===== src/rtl/issue_scoreboard.sv =====
// Issue-stage RAW/WAW hazard scoreboard with per-register pending-write counters.
// Optional macro SCB_WB_BYPASS_EN lets same-cycle writebacks release hazards and capacity.
module issue_scoreboard #(
  parameter int unsigned PEND_W       = 2,
  parameter int unsigned MAX_INFLIGHT = 4,
  parameter int unsigned STALL_CNT_W  = 32
) (
  input  logic                              CLK,
  input  logic                              RST_N,
  input  logic                              flush,
  input  logic                              dec_valid,
  output logic                              dec_ready,
  input  logic [4:0]                        dec_rs1,
  input  logic                              dec_use_rs1,
  input  logic [4:0]                        dec_rs2,
  input  logic                              dec_use_rs2,
  input  logic [4:0]                        dec_rd,
  input  logic                              dec_we,
  output logic                              issue_fire,
  input  logic                              wb_valid,
  input  logic [4:0]                        wb_rd,
  output logic [31:0]                       busy_mask,
  output logic [$clog2(MAX_INFLIGHT+1)-1:0] inflight_cnt,
  output logic [STALL_CNT_W-1:0]            stall_cnt,
  output logic                              wb_err
);

  localparam int unsigned IF_W = $clog2(MAX_INFLIGHT + 1);
  localparam logic [PEND_W-1:0] PEND_MAX = '1;

  logic [PEND_W-1:0]      r_pend [32];
  logic [31:0]            r_busy_mask;
  logic [IF_W-1:0]        r_inflight;
  logic [STALL_CNT_W-1:0] r_stall_cnt;
  logic                   r_wb_err;

  logic [PEND_W-1:0] w_pend_nxt [32];
  logic [31:0]       w_busy_nxt;
  logic [IF_W-1:0]   w_inflight_nxt;
  logic              w_alloc;
  logic              w_wb_dec;
  logic              w_wb_stray;
  logic              w_byp_rs1;
  logic              w_byp_rs2;
  logic              w_byp_rd;
  logic              w_byp_cap;
  logic [PEND_W-1:0] w_pend_rs1;
  logic [PEND_W-1:0] w_pend_rs2;
  logic [PEND_W-1:0] w_pend_rd;
  logic [IF_W-1:0]   w_inflight_eff;
  logic              w_raw;
  logic              w_waw;
  logic              w_cap;
  logic              w_inc;
  logic              w_stall;

  assign w_alloc    = dec_we & (dec_rd != 5'd0);
  assign w_wb_dec   = wb_valid & (wb_rd != 5'd0) & (r_pend[wb_rd] != '0);
  assign w_wb_stray = wb_valid & (wb_rd != 5'd0) & (r_pend[wb_rd] == '0);

`ifdef SCB_WB_BYPASS_EN
  // A retiring writeback is treated as already gone for this cycle's checks.
  assign w_byp_rs1 = w_wb_dec & (wb_rd == dec_rs1);
  assign w_byp_rs2 = w_wb_dec & (wb_rd == dec_rs2);
  assign w_byp_rd  = w_wb_dec & (wb_rd == dec_rd);
  assign w_byp_cap = w_wb_dec;
`else
  assign w_byp_rs1 = 1'b0;
  assign w_byp_rs2 = 1'b0;
  assign w_byp_rd  = 1'b0;
  assign w_byp_cap = 1'b0;
`endif

  assign w_pend_rs1     = r_pend[dec_rs1] - PEND_W'(w_byp_rs1);
  assign w_pend_rs2     = r_pend[dec_rs2] - PEND_W'(w_byp_rs2);
  assign w_pend_rd      = r_pend[dec_rd]  - PEND_W'(w_byp_rd);
  assign w_inflight_eff = r_inflight - IF_W'(w_byp_cap);

  assign w_raw = (dec_use_rs1 & (dec_rs1 != 5'd0) & (w_pend_rs1 != '0)) |
                 (dec_use_rs2 & (dec_rs2 != 5'd0) & (w_pend_rs2 != '0));
  assign w_waw = w_alloc & (w_pend_rd == PEND_MAX);
  assign w_cap = w_alloc & (w_inflight_eff == IF_W'(MAX_INFLIGHT));

  assign dec_ready  = ~flush & ~w_raw & ~w_waw & ~w_cap;
  assign issue_fire = dec_valid & dec_ready;
  assign w_inc      = issue_fire & w_alloc;
  assign w_stall    = dec_valid & ~dec_ready & ~flush;

  // Next tracking state; an alloc and a retire on the same register cancel out.
  always_comb begin
    w_pend_nxt     = r_pend;
    w_inflight_nxt = r_inflight;
    w_busy_nxt     = '0;
    if (flush) begin
      w_pend_nxt     = '{default: '0};
      w_inflight_nxt = '0;
    end else begin
      for (int i = 1; i < 32; i++) begin
        w_pend_nxt[i] = r_pend[i] + PEND_W'(w_inc && (dec_rd == 5'(i)))
                                  - PEND_W'(w_wb_dec && (wb_rd == 5'(i)));
      end
      w_inflight_nxt = r_inflight + IF_W'(w_inc) - IF_W'(w_wb_dec);
    end
    for (int i = 1; i < 32; i++) begin
      w_busy_nxt[i] = (w_pend_nxt[i] != '0);
    end
  end

  always_ff @(posedge CLK or negedge RST_N) begin
    if (!RST_N) begin
      r_pend      <= '{default: '0};
      r_busy_mask <= '0;
      r_inflight  <= '0;
      r_stall_cnt <= '0;
      r_wb_err    <= 1'b0;
    end else begin
      r_pend      <= w_pend_nxt;
      r_busy_mask <= w_busy_nxt;
      r_inflight  <= w_inflight_nxt;
      if (w_stall && (r_stall_cnt != '1)) begin
        r_stall_cnt <= r_stall_cnt + STALL_CNT_W'(1);
      end
      if (!flush && w_wb_stray) begin
        r_wb_err <= 1'b1;
      end
    end
  end

  assign busy_mask    = r_busy_mask;
  assign inflight_cnt = r_inflight;
  assign stall_cnt    = r_stall_cnt;
  assign wb_err       = r_wb_err;

endmodule

===== config.mk =====
export PLATFORM = sky130hd
export DESIGN_NAME = issue_scoreboard
export DESIGN_NICKNAME = d
export VERILOG_FILES = /design/src/rtl/issue_scoreboard.sv
export SDC_FILE = /design/constraint.sdc
export NUM_CORES = 1
export LEC_CHECK = 0
export BUFFER_PORTS_ARGS = -buffer_cell sky130_fd_sc_hd__buf_2
export CORE_MARGIN = 2
export CORE_UTILIZATION = 64
export DETAILED_ROUTE_END_ITERATION = 12
export PLACE_DENSITY = 0.95
export SETUP_SLACK_MARGIN = 0.3
export SLEW_MARGIN = 10
export SYNTH_ARGS = -nofsm -noshare
export SYNTH_HDL_FRONTEND = slang
export SYNTH_SLANG_ARGS = --single-unit

===== constraint.sdc =====
create_clock -name CLK -period 8.8 [get_ports CLK]
set_clock_uncertainty 0.1 [all_clocks]
set_input_delay 0 -clock CLK [delete_from_list [all_inputs] [get_ports CLK]]
set_output_delay 0 -clock CLK [all_outputs]
set_load 0.03 [all_outputs]

Yosys cells after proc, flatten, opt, wreduce, memory -nomap -nowiden

Index checks and enable logic that the tools add are counted.

Bitwise operators: 27
Order comparisons: 4
Reduce and logical (&&, ||, !) cells: 104
Equal/unequal tests: 65
Add/sub/neg operators: 65
Mux-type cells: 14

Operator list:

| kind                                                     | number |
|---|---|
| == test 5 bit, second input constant                     | 32 |
| == test 5 x 4 -> 1 bit, second input constant            | 16 |
| nonzero test 2 bit                                       | 34 |
| logical AND 1 bit                                        | 64 |
| adder 2 x 1 -> 2 bit                                     | 31 |
| 2-to-1 mux 62 bit                                        | 1 |
| subtractor 2 x 1 -> 2 bit                                | 31 |
| binary-select mux 2 bit (select 5 bit)                   | 4 |
| == test 5 x 3 -> 1 bit, second input constant            | 8 |
| adder 32 x 1 -> 32 bit, second input constant            | 1 |
| inequality test 32 bit, second input constant            | 1 |
| greater-or-equal comparator 6 bit, second input constant | 4 |
| NOT 5 -> 6 bit                                           | 4 |
| == test 5 x 2 -> 1 bit, second input constant            | 4 |
| nonzero test 5 bit                                       | 4 |
| AND 1 bit                                                | 17 |
| 2-to-1 mux 2 bit                                         | 8 |
| == test 5 x 1 -> 1 bit, second input constant            | 2 |
| NOT 1 bit                                                | 5 |
| adder 3 x 1 -> 3 bit                                     | 1 |
| == test 3 bit, second input constant                     | 1 |
| 2-to-1 mux 3 bit                                         | 1 |
| subtractor 3 x 1 -> 3 bit                                | 1 |
| == test 2 bit, second input constant                     | 1 |
| other kinds (3)                                          | 3 |

Register bits after elaboration: 129
Word-level logic and storage cells: 314

Longest topological paths before layout

Gate-level depths: netlist of run 1.

Depth in word-level cells: 18
Depth in mapped cells: 18
Gate-level depth less buffers: 15

Least setup slack after synthesis of run 1

No wires, ideal clock.

Path kind: register to register
Start point: reg r_pend[57] (netlist bit)
End point: reg r_busy_mask[22] (netlist: busy_mask[22])
Period minus slack after synthesis: 3.573 ns
Arrival time: 3.345 ns
Cell stages (with the launch flop): 17
Library setup time: 0.127 ns
Buffers on the path: 1
Setup slack: 5.227 ns
Cell sequence: dfrtp_1 or2_2 a31oi_1 a31oi_1 a211oi_1 o2111ai_2 nor3_4 and2_1 buf_2 nand3_1 ha_1 inv_1 ha_1 xor2_1 xnor2_1 nor2_1 or2_2

RTL lines:

| what                   | RTL line | RTL |
|---|---|---|
| from (decl)            | 31       | `logic [PEND_W-1:0] r_pend [32];` |
| from (signal assigned) | 117      | `r_pend <= w_pend_nxt;` |
| to (signal assigned)   | 118      | `r_busy_mask <= w_busy_nxt;` |
| to (decl)              | 32       | `logic [31:0] r_busy_mask;` |

==> reports/metrics.yaml, run 1 <==
status: "complete, no violations"
cts_tree: "done"
power.density_nw_per_um2: 161.6
synthesis.nets: 920
dp.cells: 1058
grt_remaining_overflow: 0
synth_cell_type_count: 65
final-max-slew-violation-count: 0
p_leak_nw: 5.056
crit_type: "reg -> reg"
boundaryPins: 98
tightestPinTransition_ns: 0.9396
startpoint_type: "flip-flop"
final_area_um2: 9375
dieHeight_um: 117.3
grt_pass1_vias: 7082
post_route_cells_drive_above_1_share: 0.2304
drcViolationCount: 0
firstDrtPassIters: 6
finalNetCount: 1001
max_slew_margin: 0.3736
numCtsBuffers: 17
post-cts-setup-buffers: 0
port_buffers: 96
place_area_um2: 8757
hpwl_um: 15090
finalSetupViolCount: 0
die_w_um: 117.3
synth_top_flop_cell: "dfrtp_1"
synth_area_um2: 8219
h-tree-depth: 4
grt.total_usage: 0.3213
totalWireLength_um: 21060
yosysSeqAreaShare: 0.3928
cts_resized: 0
clk_path_buf_depth: 2
min_path_type: "in -> async"
timing.fmax_mhz: 231.8
clock-sinks: 129
avgSynthCellArea_um2: 9.951
antennaDiodeCount: 0
synth_top_area_share: 0.3928
synth.largest_area_cell: "dfrtp_1"
area_growth_pct: 14.07
layout.cells.non_filler: 1092
regToRegStartpoint: "r_pend[45]"
core_area_um2: 12570
place_congestion: 0.9822
startpoint: "r_pend[45]"
p_int_mw: 1.104
p_switching_mw: 0.4110
grt_max_degree: 78
ant_nets: 0
cts_root_buf: "clkbuf_16"
yosys_warnings: 0
rsz0062_at_grt: "no"
worstPathRequired_ns: 9.01
die-area_um2: 13770
cts_hold_buf: 2
fin_crit_ns: 4.313
synth-seq-cells: 129
ir_drop_v: 0.0002011
viasPerCell: 6.192
worstSkewPairLatency_ns: 0.43
switching_share: 0.2713
num_vias: 6762
combPwrFrac: 0.120
initial_utilization: 0.6540
synthCells: 826
grt_pass1_wl_um: 35120
setup_tns_ns: 0
synthTopCellsByArea: "dfrtp_1 39%, ha_1 9.9%, mux4_2 6.3%, xor2_1 6.3%, nor2_1 4.8%"
synthArstFlopShare: 1.000
crit_fanout: 34
finalHoldViolCount: 0
wl_per_cell_um: 19.29
drt_iter0_markers: 634
power.share.clock: 0.468
drv_cap: 0
period_share: 0.4901
end_kind: "flip-flop"
synth_edf_count: 0
pwr-share-seq: 0.412
grt_antenna_before_repair: 1
cp.arrival_ns: 4.52
rows: 41
cts.reportedPaths.clkPinSlew_ns: 0.06
[cell usage in the layout, fill, tap and decap left out, drive strengths merged, types with 8 or more instances in the layout]
cell type and instances:
dfrtp 129, nor2 105, buf 100, ha 65
xor2 59, nand2 55, or2 43, inv 41
nor2b 40, xnor2 36, nor3 29, nand3 26
mux4 23, clkbuf 20, nand4 12, o21ai 10
nor3b 9, nor4 9, and3 8, clkinv 8
[worst max-delay path, cell delays in order, from the launching register on]
cell       delay, ns
dfrtp_1         0.43
nor2_1          0.25
mux4_2          0.29
nand2_1         0.05
a211oi_1        0.30
o2111ai_2       0.28
nor3_4          0.22
buf_4           0.35
and2_1          0.42
nand3_1         0.17
ha_1            0.33
inv_1           0.04
ha_1            0.18
xor2_1          0.20
xnor2_1         0.16
nor2_1          0.08
or2_2           0.34
[metal layers]
metal	vias to the layer above	share of wire	track usage	routed length, µm
met4	2	0.043	0.1694	909
met2	466	0.47	0.5088	9969
met1	3201	0.37	0.3929	7828
met3	99	0.11	0.1055	2338
li1	2994	-	-	-
met5	-	0.00062	0	13
[area by class of cell]
| type | instances | area [µm²] |
|---|---|---|
| fill | 849 | 3193 |
| inverter | 40 | 150.1 |
| tap | 172 | 215.2 |
| multi-input combinational | 617 | 4651 |
| timing repair buffer | 102 | 533.0 |
| clock buffer | 20 | 466.7 |
| clock inverter | 12 | 131.4 |
| sequential | 129 | 3228 |
[Yosys cell counts, types with 9 or more instances]
cell type	instances
or2_2	39
nor2_1	105
dfrtp_1	129
nand2_1	55
xnor2_1	36
nor3b_1	9
nor3_1	27
mux4_2	23
inv_1	39
ha_1	65
nand4_1	12
buf_2	11
xor2_1	59
nor2b_1	40
nand3_1	26
clkbuf_1	16
[stage by stage]
stage | hold slack [ns] | total power, mW | setup WS (ns) | util
2_1_floorplan | -0.3956 | 0.7547 | 5.227 | -
3_3_place_gp | -0.03616 | 0.8071 | 4.800 | 0.6968
3_5_place_dp | -0.02955 | 0.8107 | 4.687 | 0.6968
4_1_cts | 0.04250 | 1.519 | 4.601 | 0.7459
5_1_grt | 0.08919 | 1.566 | 4.221 | 0.7459
6_report | 0.03307 | 1.515 | 4.487 | 0.7459
[flip-flops by register name, summed over array words and instances, names as in the netlist]
register / cells
busy_mask: 31
inflight_cnt: 3
r_pend: 62
stall_cnt: 32
wb_err: 1
[power groups by stage]
stage               clock network (mW)  registers, mW  logic [mW]
floorplan                            0          0.657      0.0974
global placement                     0          0.633       0.174
detailed placement                   0          0.634       0.177
CTS                              0.715          0.624       0.181
global route                     0.744          0.626       0.196
finish                           0.709          0.624       0.182
[path summary, 6_finish.rpt]
kind	to	slack (ns)	cells past startpoint
min in group CLK	wb_err	0.07	4
max in group asynchronous	r_pend[33]	7.16	3
worst max register to register	busy_mask[16]	4.49	16
worst max-delay path	busy_mask[16]	4.49	16
worst min-delay path	stall_cnt[24]	0.03	2
worst min register to register	stall_cnt[19]	0.39	1
[cell families (layout without fill, tap and decap cells)]
family / count (synthesis) / after routing / share of synthesized area
fa+ha+maj: 66 / 66 / 0.1014
compound gates: 49 / 49 / 0.04430
flops: 129 / 129 / 0.3928
simple gates: 370 / 370 / 0.2385
mux: 36 / 36 / 0.07992
buf+inv: 80 / 174 / 0.04141
other cells: 1 / 1 / 0.0004563
xor+xnor: 95 / 95 / 0.1012
(Power assumes the default switching activity.)
==> inputs of run 2 (changes only) <==
--- a/config.mk
+++ b/config.mk
@@ -7,9 +7,9 @@
 export LEC_CHECK = 0
 export BUFFER_PORTS_ARGS = -buffer_cell sky130_fd_sc_hd__buf_2
 export CORE_MARGIN = 2
-export CORE_UTILIZATION = 64
+export CORE_UTILIZATION = 54
 export DETAILED_ROUTE_END_ITERATION = 12
-export PLACE_DENSITY = 0.95
+export PLACE_DENSITY = 0.89
 export SETUP_SLACK_MARGIN = 0.3
 export SLEW_MARGIN = 10
 export SYNTH_ARGS = -nofsm -noshare
==> constraint.sdc (replaced) <==
create_clock -name CLK -period 3.6 [get_ports CLK]
set_clock_uncertainty 0.1 [all_clocks]
set_input_delay 0 -clock CLK [delete_from_list [all_inputs] [get_ports CLK]]
set_output_delay 0 -clock CLK [all_outputs]
set_load 0.03 [all_outputs]
==> reports/metrics.yaml, run 2 (synthesis results as in run 1) <==
r2r_cells: 15  # -1
largest_reg_flops: 62  # unchanged
wl_per_cell_um: 21.79  # +13%
finalSetupViolCount: 33  # +33
final-max-slew-violation-count: 0  # unchanged
status: "finished, violations left"
dp.cells: 1125  # +6.3%
firstDrtPassIters: 6  # unchanged
cts_root_buf: "clkbuf_16"
cts.reportedPaths.clkPinSlew_ns: 0.06  # about the same
place_congestion: 0.9783  # -0.40%
period_share: 1.054  # +0.5641
clk_path_buf_depth: 2  # unchanged
p_leak_nw: 5.438  # +7.6%
power.density_nw_per_um2: 339.8  # +110%
layout.cells.non_filler: 1187  # +8.7%
worstPathRequired_ns: 3.82  # -5.19 ns
rows: 45  # +9.8%
largest_register: "r_pend"
ant_nets: 0  # unchanged
rsz0062_at_grt: "yes"
grt_max_degree: 80  # +2.6%
finalNetCount: 1079  # +7.8%
finalHoldViolCount: 0  # unchanged
fillers: 904  # +6.5%
grt.total_usage: 0.2994  # -0.02190
fin_ws_ns: -0.1954  # -4.682 ns
initial_utilization: 0.5467  # -0.1072
fin_crit_ns: 3.795  # -0.5178 ns
totalWireLength_um: 25870  # +23%
whs_ns: 0.04277  # +0.009702 ns
drv_cap: 0  # unchanged
rrSetupSlack_ns: -0.20  # -4.68 ns
regToRegStartpoint: "r_pend[32]"
grt_pass1_vias: 7029  # -0.75%
tightestPinTransition_ns: 1.210  # +0.2700 ns
die-area_um2: 16220  # +18%
viasPerCell: 6.136  # -0.90%
clock-sinks: 129  # unchanged
dieHeight_um: 127.4  # +8.6%
drcViolationCount: 0  # unchanged
h-tree-depth: 4  # unchanged
core_area_um2: 15030  # +20%
die_w_um: 127.4  # +8.6%
post_route_cells_drive_above_1_share: 0.4800  # +0.2495
min_path_type: "in -> async"
grt_antenna_before_repair: 0  # -1
layout_common_cells: "110 x dfrtp_1, 95 x buf_2, 73 x buf_4, 70 x nor2_1, 46 x nand2_1"
port_buffers: 96  # unchanged
violations: "setup timing"
worst_r2r_endpoint: "busy_mask[29]"
grt_pass1_wl_um: 37260  # +6.1%
cts_tree: "done"
area_growth_pct: 37.77
timing.fmax_mhz: 263.5  # +14%
boundaryPins: 98  # unchanged
numCtsBuffers: 17  # unchanged
ir_drop_v: 0.0004119  # +100%
worstSkewPairLatency_ns: 0.43  # about the same
mostFrequentLayoutCell: "dfrtp_1"
utilization: 0.7532  # +0.007282
cp.arrival_ns: 4.01  # -0.51 ns
end_kind: "flip-flop"
drt_iter0_markers: 819  # +29%
grt_remaining_overflow: 0  # unchanged
hpwl_um: 16200  # +7.4%
crit_fanout: 4  # -88%
max_slew_margin: 0.1919  # -0.1816
num_vias: 7284  # +7.7%
startpoint_type: "flip-flop"
crit_type: "reg -> reg"
## run 2: changes by cell type in the layout (fill, tap and decap cells not counted), sizes merged
cell	change
buf	+79
clkbuf	-1
clkinv	-2
diode	+1
dlygate4sd3	-1
inv	+3
## run 2: worst max-delay path by stage
stage | start | to | slack (ns) | cells past startpoint
after global placement | r_pend[32] | busy_mask[5] | -0.07 | 15
after global routing | r_pend[57] | busy_mask[7] | -0.28 | 17
after floorplan | r_pend[32] | busy_mask[17] | 0.17 | 16
final | r_pend[32] | busy_mask[29] | -0.20 | 15
after detailed placement | r_pend[40] | busy_mask[22] | -0.12 | 16
after CTS | r_pend[57] | busy_mask[29] | -0.04 | 16
## run 2: area by class of cell
cell class,instances,area [µm²],area share
clock inverter,13,151.4,0.01337
multi-input combinational,617,5881,0.5193
tap,188,235.2,0.02077
sequential,129,3252,0.2872
clock buffer,19,442.9,0.03912
timing repair buffer,180,1209,0.1067
antenna,1,2.502,0.0002210
inverter,40,150.1,0.01326
## run 2: timing repair
item / CTS / global route
setup endpoints to repair: 76 / 89
hold endpoints to repair: 50 / 0
resized for setup: 138 / 93
setup buffers: 19 / 8
cloned: 1 / 0
pin swaps: 120 / 56
hold buffers: 1 / 0
## run 2: power by group
part / switching [mW] / total [mW] / internal (mW)
Clock: 0.690 / 1.74 / 1.05
Sequential: 0.0427 / 1.53 / 1.49
Combinational: 0.369 / 0.579 / 0.210
## run 2: layer usage
layer | wire, µm | share of wire | vias to the layer above | global-route usage
li1 | - | - | 3125 | -
met1 | 9481 | 0.37 | 3589 | 0.3730
met2 | 13000 | 0.50 | 457 | 0.5017
met3 | 2295 | 0.089 | 113 | 0.07915
met4 | 1088 | 0.042 | 0 | 0.1144
met5 | 0 | 0 | - | 0
## run 2: worst max-delay path: stages (launching register included)
cell       delay (ns)
dfrtp_2          0.47
mux4_2           0.51
a2bb2oi_2        0.14
and3_4           0.18
o21ai_4          0.16
a21oi_4          0.09
nor3_4           0.28
nand4b_1         0.23
or2_1            0.29
ha_1             0.27
inv_1            0.06
ha_2             0.20
xor2_2           0.18
xnor2_1          0.14
nor2_1           0.09
or2_4            0.29
## run 2: through the flow
stage	area (µm²)	setup TNS [ns]	setup WS (ns)	power (mW)
floorplan	8416	0	0.1750	1.855
global placement	9388	-0.2435	-0.06794	2.024
detailed placement	9388	-2.343	-0.1243	2.035
CTS	10780	-0.1263	-0.03509	3.809
global route	11320	-5.053	-0.2768	3.965
finish	11320	-2.741	-0.1954	3.847
